`src/rtl/tdm_pkg.sv`:
```
// Shared types and constants for the TDM receive path.
package tdm_pkg;

  typedef enum logic {
    HUNT = 1'b0,
    LOCK = 1'b1
  } tdm_state_e;

  // Consecutive frames without sync at slot 0 before lock is dropped.
  localparam int MISS_LIMIT = 2;

  function automatic int clog2(input int n);
    int r;
    r = 0;
    while ((1 << r) < n) r++;
    return r;
  endfunction

endpackage

```
`src/rtl/demux_dec.sv`:
```
// SLOT_W-to-N_CH one-hot decoder with enable; selects the shadow slot to write.
module demux_dec #(
  parameter int N_CH   = 8,
  parameter int SLOT_W = 3
) (
  input  logic [SLOT_W-1:0] sel,
  input  logic              en,
  output logic [N_CH-1:0]   onehot
);

  always_comb begin
    onehot = '0;
    if (en) onehot[sel] = 1'b1;
  end

endmodule

```
`src/rtl/tdm_demux.sv`:
```
// Time-division demultiplexer: rebuilds N_CH parallel channels from one slotted lane.
module tdm_demux
  import tdm_pkg::*;
#(
  parameter  int N_CH   = 8,
  parameter  int W      = 1,
  localparam int SLOT_W = clog2(N_CH)
) (
  input  logic                clk,
  input  logic                rst_n,
  input  logic [W-1:0]        din,
  input  logic                din_valid,
  input  logic                frame_sync,
  output logic [N_CH*W-1:0]   ch_out,
  output logic                frame_valid,
  output logic [SLOT_W-1:0]   slot_idx,
  output logic                locked,
  output logic                sync_err
);

  localparam logic [SLOT_W-1:0] LAST_SLOT = SLOT_W'(N_CH - 1);
  localparam logic [1:0]        MISS_LAST = 2'(MISS_LIMIT - 1);

  tdm_state_e              state, state_nxt;
  logic [SLOT_W-1:0]       slot_nxt;
  logic [1:0]              miss_cnt, miss_nxt;
  logic [N_CH-1:0][W-1:0]  shadow;
  logic [N_CH-1:0]         wr_onehot;
  logic [SLOT_W-1:0]       wr_sel;
  logic                    wr_en;
  logic                    frame_done;
  logic                    realign;

  // Every decision is qualified by din_valid, so idle cycles leave all state alone.
  always_comb begin
    state_nxt  = state;
    slot_nxt   = slot_idx;
    miss_nxt   = miss_cnt;
    wr_en      = 1'b0;
    wr_sel     = slot_idx;
    frame_done = 1'b0;
    realign    = 1'b0;
    if (din_valid) begin
      unique case (state)
        HUNT: begin
          if (frame_sync) begin
            wr_en     = 1'b1;
            wr_sel    = '0;
            slot_nxt  = SLOT_W'(1);
            miss_nxt  = '0;
            state_nxt = LOCK;
          end
        end
        LOCK: begin
          if (frame_sync && (slot_idx != '0)) begin
            realign  = 1'b1;
            wr_en    = 1'b1;
            wr_sel   = '0;
            slot_nxt = SLOT_W'(1);
          end else if (!frame_sync && (slot_idx == '0) && (miss_cnt == MISS_LAST)) begin
            state_nxt = HUNT;
            slot_nxt  = '0;
            miss_nxt  = '0;
          end else begin
            wr_en      = 1'b1;
            slot_nxt   = slot_idx + SLOT_W'(1);
            frame_done = (slot_idx == LAST_SLOT);
            if (slot_idx == '0) miss_nxt = frame_sync ? 2'd0 : miss_cnt + 2'd1;
          end
        end
        default: state_nxt = HUNT;
      endcase
    end
  end

  demux_dec #(
    .N_CH   (N_CH),
    .SLOT_W (SLOT_W)
  ) u_dec (
    .sel    (wr_sel),
    .en     (wr_en),
    .onehot (wr_onehot)
  );

  always_ff @(posedge clk or negedge rst_n) begin
    if (!rst_n) begin
      state    <= HUNT;
      slot_idx <= '0;
      miss_cnt <= '0;
    end else begin
      state    <= state_nxt;
      slot_idx <= slot_nxt;
      miss_cnt <= miss_nxt;
    end
  end

  always_ff @(posedge clk or negedge rst_n) begin
    if (!rst_n) begin
      shadow <= '0;
    end else begin
      for (int k = 0; k < N_CH; k++) begin
        if (wr_onehot[k]) shadow[k] <= din;
      end
    end
  end

  // The last slot bypasses the shadow so the whole frame lands on one edge.
  always_ff @(posedge clk or negedge rst_n) begin
    if (!rst_n) begin
      ch_out      <= '0;
      frame_valid <= 1'b0;
      sync_err    <= 1'b0;
    end else begin
      frame_valid <= frame_done;
      sync_err    <= realign;
      if (frame_done) ch_out <= {din, shadow[N_CH-2:0]};
    end
  end

  assign locked = (state == LOCK);

endmodule
```
`config.mk`:
```
export PLATFORM = sky130hd
export DESIGN_NAME = tdm_demux
export DESIGN_NICKNAME = d
export VERILOG_FILES = /design/src/rtl/tdm_pkg.sv /design/src/rtl/demux_dec.sv /design/src/rtl/tdm_demux.sv
export SDC_FILE = /design/constraint.sdc
export NUM_CORES = 1
export LEC_CHECK = 0
export ABC_AREA = 1
export ABC_CLOCK_PERIOD_IN_PS = 4000
export CAP_MARGIN = 20
export CORE_MARGIN = 10
export CORE_UTILIZATION = 55
export CTS_CLUSTER_DIAMETER = 200
export CTS_CLUSTER_SIZE = 12
export DETAILED_ROUTE_END_ITERATION = 8
export PLACE_DENSITY = 0.87
export SLEW_MARGIN = 10
export SYNTH_ARGS = -nofsm -noshare
export SYNTH_HDL_FRONTEND = slang
export SYNTH_HIERARCHICAL = 1
export SYNTH_SLANG_ARGS = --single-unit
```
`constraint.sdc`:
```
create_clock -name clk -period 4 [get_ports clk]
set_input_delay 0.4 -clock clk [delete_from_list [all_inputs] [get_ports clk]]
set_output_delay 0.4 -clock clk [all_outputs]
set_load 0.05 [all_outputs]
```
==> results.cfg <==
[worst_setup_path]
arrival_ns = 2.46
startpoint_type = flop
r2r_cells = 10
worstReg2RegEnd = shadow[4]
criticalPathCategory = reg -> reg
cp-end-kind = flop
cp_max_fo = 13
reg2reg_from = slot_idx[0]
r2r_slack_ns = 1.77
cp.required_ns = 4.23

[synthesis]
synth_area_um2 = 1115
yosysWarnings = 6
synthCells = 125
syn_area_per_cell_um2 = 8.919
syn_nets = 134

[clocking]
clk_pin_slew_worst_paths_ns = 0.13
cts_made_buffers = 3
holdBufCountCts = 0
cts_buffer_depth = 2
insertion_delay_ns = 0.32
cts_tree = done
cts.sink_count = 23
htree_levels = 1
cts_resized = 0
cts_setup_buffers = 0
cts-root-buf = clkbuf_4

[drt]
routedWlPerCell_um = 13.46
drt-total-wl_um = 2315
vias = 897
final_antenna_net_count = 0
dr.pass1.iters = 4
drc = 0
via_per_inst = 5.215
dr.first_iter.drc_count = 43

[cells_and_area]
antenna_cells = 0
nFillCells = 165
layout.cells.non_filler = 172
drive_above_1_share = 0.09655
nets = 155
synthToLayoutAreaGrowth_pct = 20.31

[sta]
relSlewSlack = 0.3284
tightestPinTransition_ns = 1.004
period_share = 0.5580
hold_violations = 0
setup_viol_count_final = 0
slew_viol_final = 0
fin_skew_ns = 0.004497
fin_setup_tns_ns = 0
min_period_ns = 2.232
rsz0062_at_grt = no
fmax_mhz = 448.0

[floorplan]
io_pins = 19
start_util = 0.5741
die_y_um = 65.02
std_cell_rows = 16
core-area_um2 = 1942
dieWidth_um = 65.02
die-area_um2 = 4228

[placement]
dp_cells = 168
port_buffers = 18
dp_hpwl_um = 1752
gp_congestion = 0.8774

[grt]
grt_pass1_vias = 914
grt.overflow.total = 0
grt_pass1_wl_um = 4015
grt_start_max_net_pins = 24
antenna_found_initial = 0
grt_usage = 0.1180

[pwr]
vdd_drop_max_mv = 0.4956
pwr_density_cell_nw_per_um2 = 674.8
leakagePower_nw = 0.6782
finalPower_uw = 905.2

[hold_path]
worstHoldPathType = reg -> reg
holdCritStartpoint = ch_out[6]
min_path_cells = 2
hold_end = ch_out[6]

[job]
max_cap_violations = 0

[outcome]
status = finished, final reports clean
==> report_power, final <==
group | internal [mW] | total [mW] | switching (mW)
combinational | 0.150 | 0.435 | 0.285
clock | 0.0375 | 0.112 | 0.0742
sequential | 0.307 | 0.358 | 0.0510
total | 0.495 | 0.905 | 0.411
==> registers in the layout, summed over array words and instances, names as in the netlist <==
register,flops
locked,1
sync_err,1
ch_out,8
frame_valid,1
miss_cnt,2
shadow,7
slot_idx,3
==> per-layer routing <==
layer | global-route usage | part of all wire | wire length, µm | vias to the layer above
li1 | - | - | - | 444
met1 | 0.1323 | 0.43 | 994 | 417
met2 | 0.1933 | 0.48 | 1111 | 29
met3 | 0.03608 | 0.068 | 157 | 7
met4 | 0.06952 | 0.023 | 53 | 0
met5 | 0 | 0 | 0 | -
==> layout by cell type (no fill, tap or decap) <==
cell,instances
nand2_1,34
o21ai_0,3
clkinv_2,1
dfrtp_1,23
nor2_1,16
ha_1,4
nand3_1,5
o22ai_1,1
mux2_2,7
clkdlybuf4s50_1,18
inv_1,16
nor2_4,1
nand4_1,9
o21ai_1,2
nand3_4,1
clkbuf_4,3
nand2_2,1
==> critical path, cell delays in order (launching register included) <==
cell and delay, ns:
dfrtp_1 0.41, inv_1 0.09, ha_1 0.22, inv_1 0.08, nor2_1 0.04, nand2_1 0.35
inv_1 0.13, nor2_1 0.18, nand2_1 0.14, nor2_1 0.15, mux2_2 0.35
==> how the worst max path moves through the flow <==
stage | startpoint | endpoint | cells after the start
detailed placement | frame_sync | shadow[4] | 8
global placement | frame_sync | shadow[0] | 8
floorplan | slot_idx[0] | shadow[0] | 11
finish | slot_idx[0] | shadow[4] | 10
CTS | slot_idx[0] | shadow[4] | 10
global route | slot_idx[0] | shadow[4] | 10
==> final cells by class <==
| cell class | instances | area (µm²) | area share |
|---|---|---|---|
| clock inverters | 1 | 5.005 | 0.003731 |
| clock buffers | 3 | 22.52 | 0.01679 |
| multi-input cells | 84 | 464.2 | 0.3461 |
| inverters | 16 | 60.06 | 0.04478 |
| well taps | 27 | 33.78 | 0.02519 |
| repair buffers | 18 | 180.2 | 0.1343 |
| flip-flops and latches | 23 | 575.6 | 0.4291 |
==> through the flow <==
step,hold WS [ns],setup slack (ns),cell area (µm²),util
2_1_floorplan,0.1044,1.771,1115,-
3_3_place_gp,0.4543,1.748,1314,0.6765
3_5_place_dp,0.4584,1.618,1314,0.6765
4_1_cts,0.4883,1.834,1341,0.6907
5_1_grt,0.5191,1.581,1341,0.6907
6_report,0.4829,1.768,1341,0.6907
Power figures use the tool's default switching activity.
==> edit: new RTL, same flow settings <==
`N_CH` is set to 8 in 2 places; all go to 16.
--- a/src/rtl/demux_dec.sv
+++ b/src/rtl/demux_dec.sv
@@ -1,6 +1,6 @@
 // SLOT_W-to-N_CH one-hot decoder with enable; selects the shadow slot to write.
 module demux_dec #(
-  parameter int N_CH   = 8,
+  parameter int N_CH   = 16,
   parameter int SLOT_W = 3
 ) (
   input  logic [SLOT_W-1:0] sel,
--- a/src/rtl/tdm_demux.sv
+++ b/src/rtl/tdm_demux.sv
@@ -2,7 +2,7 @@
 module tdm_demux
   import tdm_pkg::*;
 #(
-  parameter  int N_CH   = 8,
+  parameter  int N_CH   = 16,
   parameter  int W      = 1,
   localparam int SLOT_W = clog2(N_CH)
 ) (
Ports: changed (resized ch_out and slot_idx); port bits go from 19 to 28. The function was not compared with the original's and may differ.
==> edit against the unedited design <==
Synthesized cell count up 74%. Fmax grew 5.7%. Final area up 65%. Synthesized area up 67%. Worst setup slack better by 0.12 ns. Clock skew up 0.0031 ns. Routed wire length is 57% higher. Sequential cell count rose by 17. Total power grew 36%. Clock power grew 130%.
==> edit: results (changes against the unedited design) <==
Parameter                              Value

STA
  Slew @ Worst Pin    0.879 ns (-0.126 ns)
  Maximum clock skew at final layout    0.00756 ns (+0.00306 ns)

Setup path
  Peak per-stage delay on the critical path    0.86 ns (+0.45 ns)
  Data arrival at the endpoint of the critical path    1.71 ns (-0.75 ns)
  Worst setup path startpoint    slot_idx[2]$_DFFE_PN0P_
  End of the critical path    slot_idx[2]
  Worst reg2reg setup slack    1.92 ns (+0.15 ns)
  Crit-path max FO    7 (-6)
  Reg-to-reg critical path endpoint    shadow[12]$_DFFE_PN0P_

Finish
  Clock tree cell share of total cell area    3.44% (+1.4 points)
  Share of final-layout standard cells stronger than drive strength 1    11.3% (+1.6 points)
  Area grow syn2layout    18.9%
  Signal buffers share of area    12.0% (-1.5 points)
  Count of clock buffers in the final design    6 (+3)
  Multi-In Gates    139 (+65%)
  Top Registers    ch_out: 16 flops, shadow: 15 flops, slot_idx: 4 flops
  Fraction of area in registers    45.2% (+2.3 points)
  Area occupied by multi-input gates    688 µm² (+48%)

Global routing
  Total global-route track usage    12.6% (+0.81 points)

Power and ir drop
  Static leakage    0.00108 µW (+59%)
  Worst voltage drop across the vdd grid    0.000340 V (-31%)

Status
  Status    completed

Clock tree
  Clock sink count    40 (+74%)
  Clock buffers created by TritonCTS    5 (+2)

Place
  Standard cell area after detailed placement    2140 µm² (+63%)
  Pre-CTS setup slack    1.81 ns (+0.189 ns)
  HPWL reported at the end of detailed placement    2.70 mm (+54%)
  Number of input and output port buffers inserted    27 (+9)
  Final weighted congestion in routability-driven placement    0.875 (-0.23%)

Route
  Average via count per standard cell    5.01 (-4.0%)
  Iteration-0 DRC Markers    107 (+150%)

Logic synthesis
  Nets in the synthesized netlist    226 (+69%)
==> edit: cell types whose count changed in the layout (fill, tap and decap cells not counted), sizes merged, moves of 8 or more <==
cell,unedited run,this run
clkdlybuf4s50,18,26
dfrtp,23,40
inv,16,34
nand2,35,60
nor2,17,25
o21ai,5,35
==> edit: report_power, final <==
| part | switching (µW) | leakage [µW] | total [µW] | internal, µW |
|---|---|---|---|---|
| sequential | 50.7 | 0.000497 | 539 | 488 |
| clock | 128 | 0.0000422 | 259 | 131 |
| combinational | 301 | 0.000540 | 430 | 129 |
==> edit: through the flow <==
stage               power (µW)  util [%]  cells
floorplan                  848         -    218
global placement           956      64.6    286
detailed placement         977      64.6    286
CTS                       1240      66.9    294
global route              1320      66.9    294
finish                    1230      66.9    294
==> edit: per-layer routing <==
metal,vias to the layer above,global-route usage [%],share of wire (%)
li1,733,-,-
met1,686,14.3,42
met2,46,20.6,49
met3,7,5.69,8.0
met4,0,4.48,1.3
met5,-,0,0
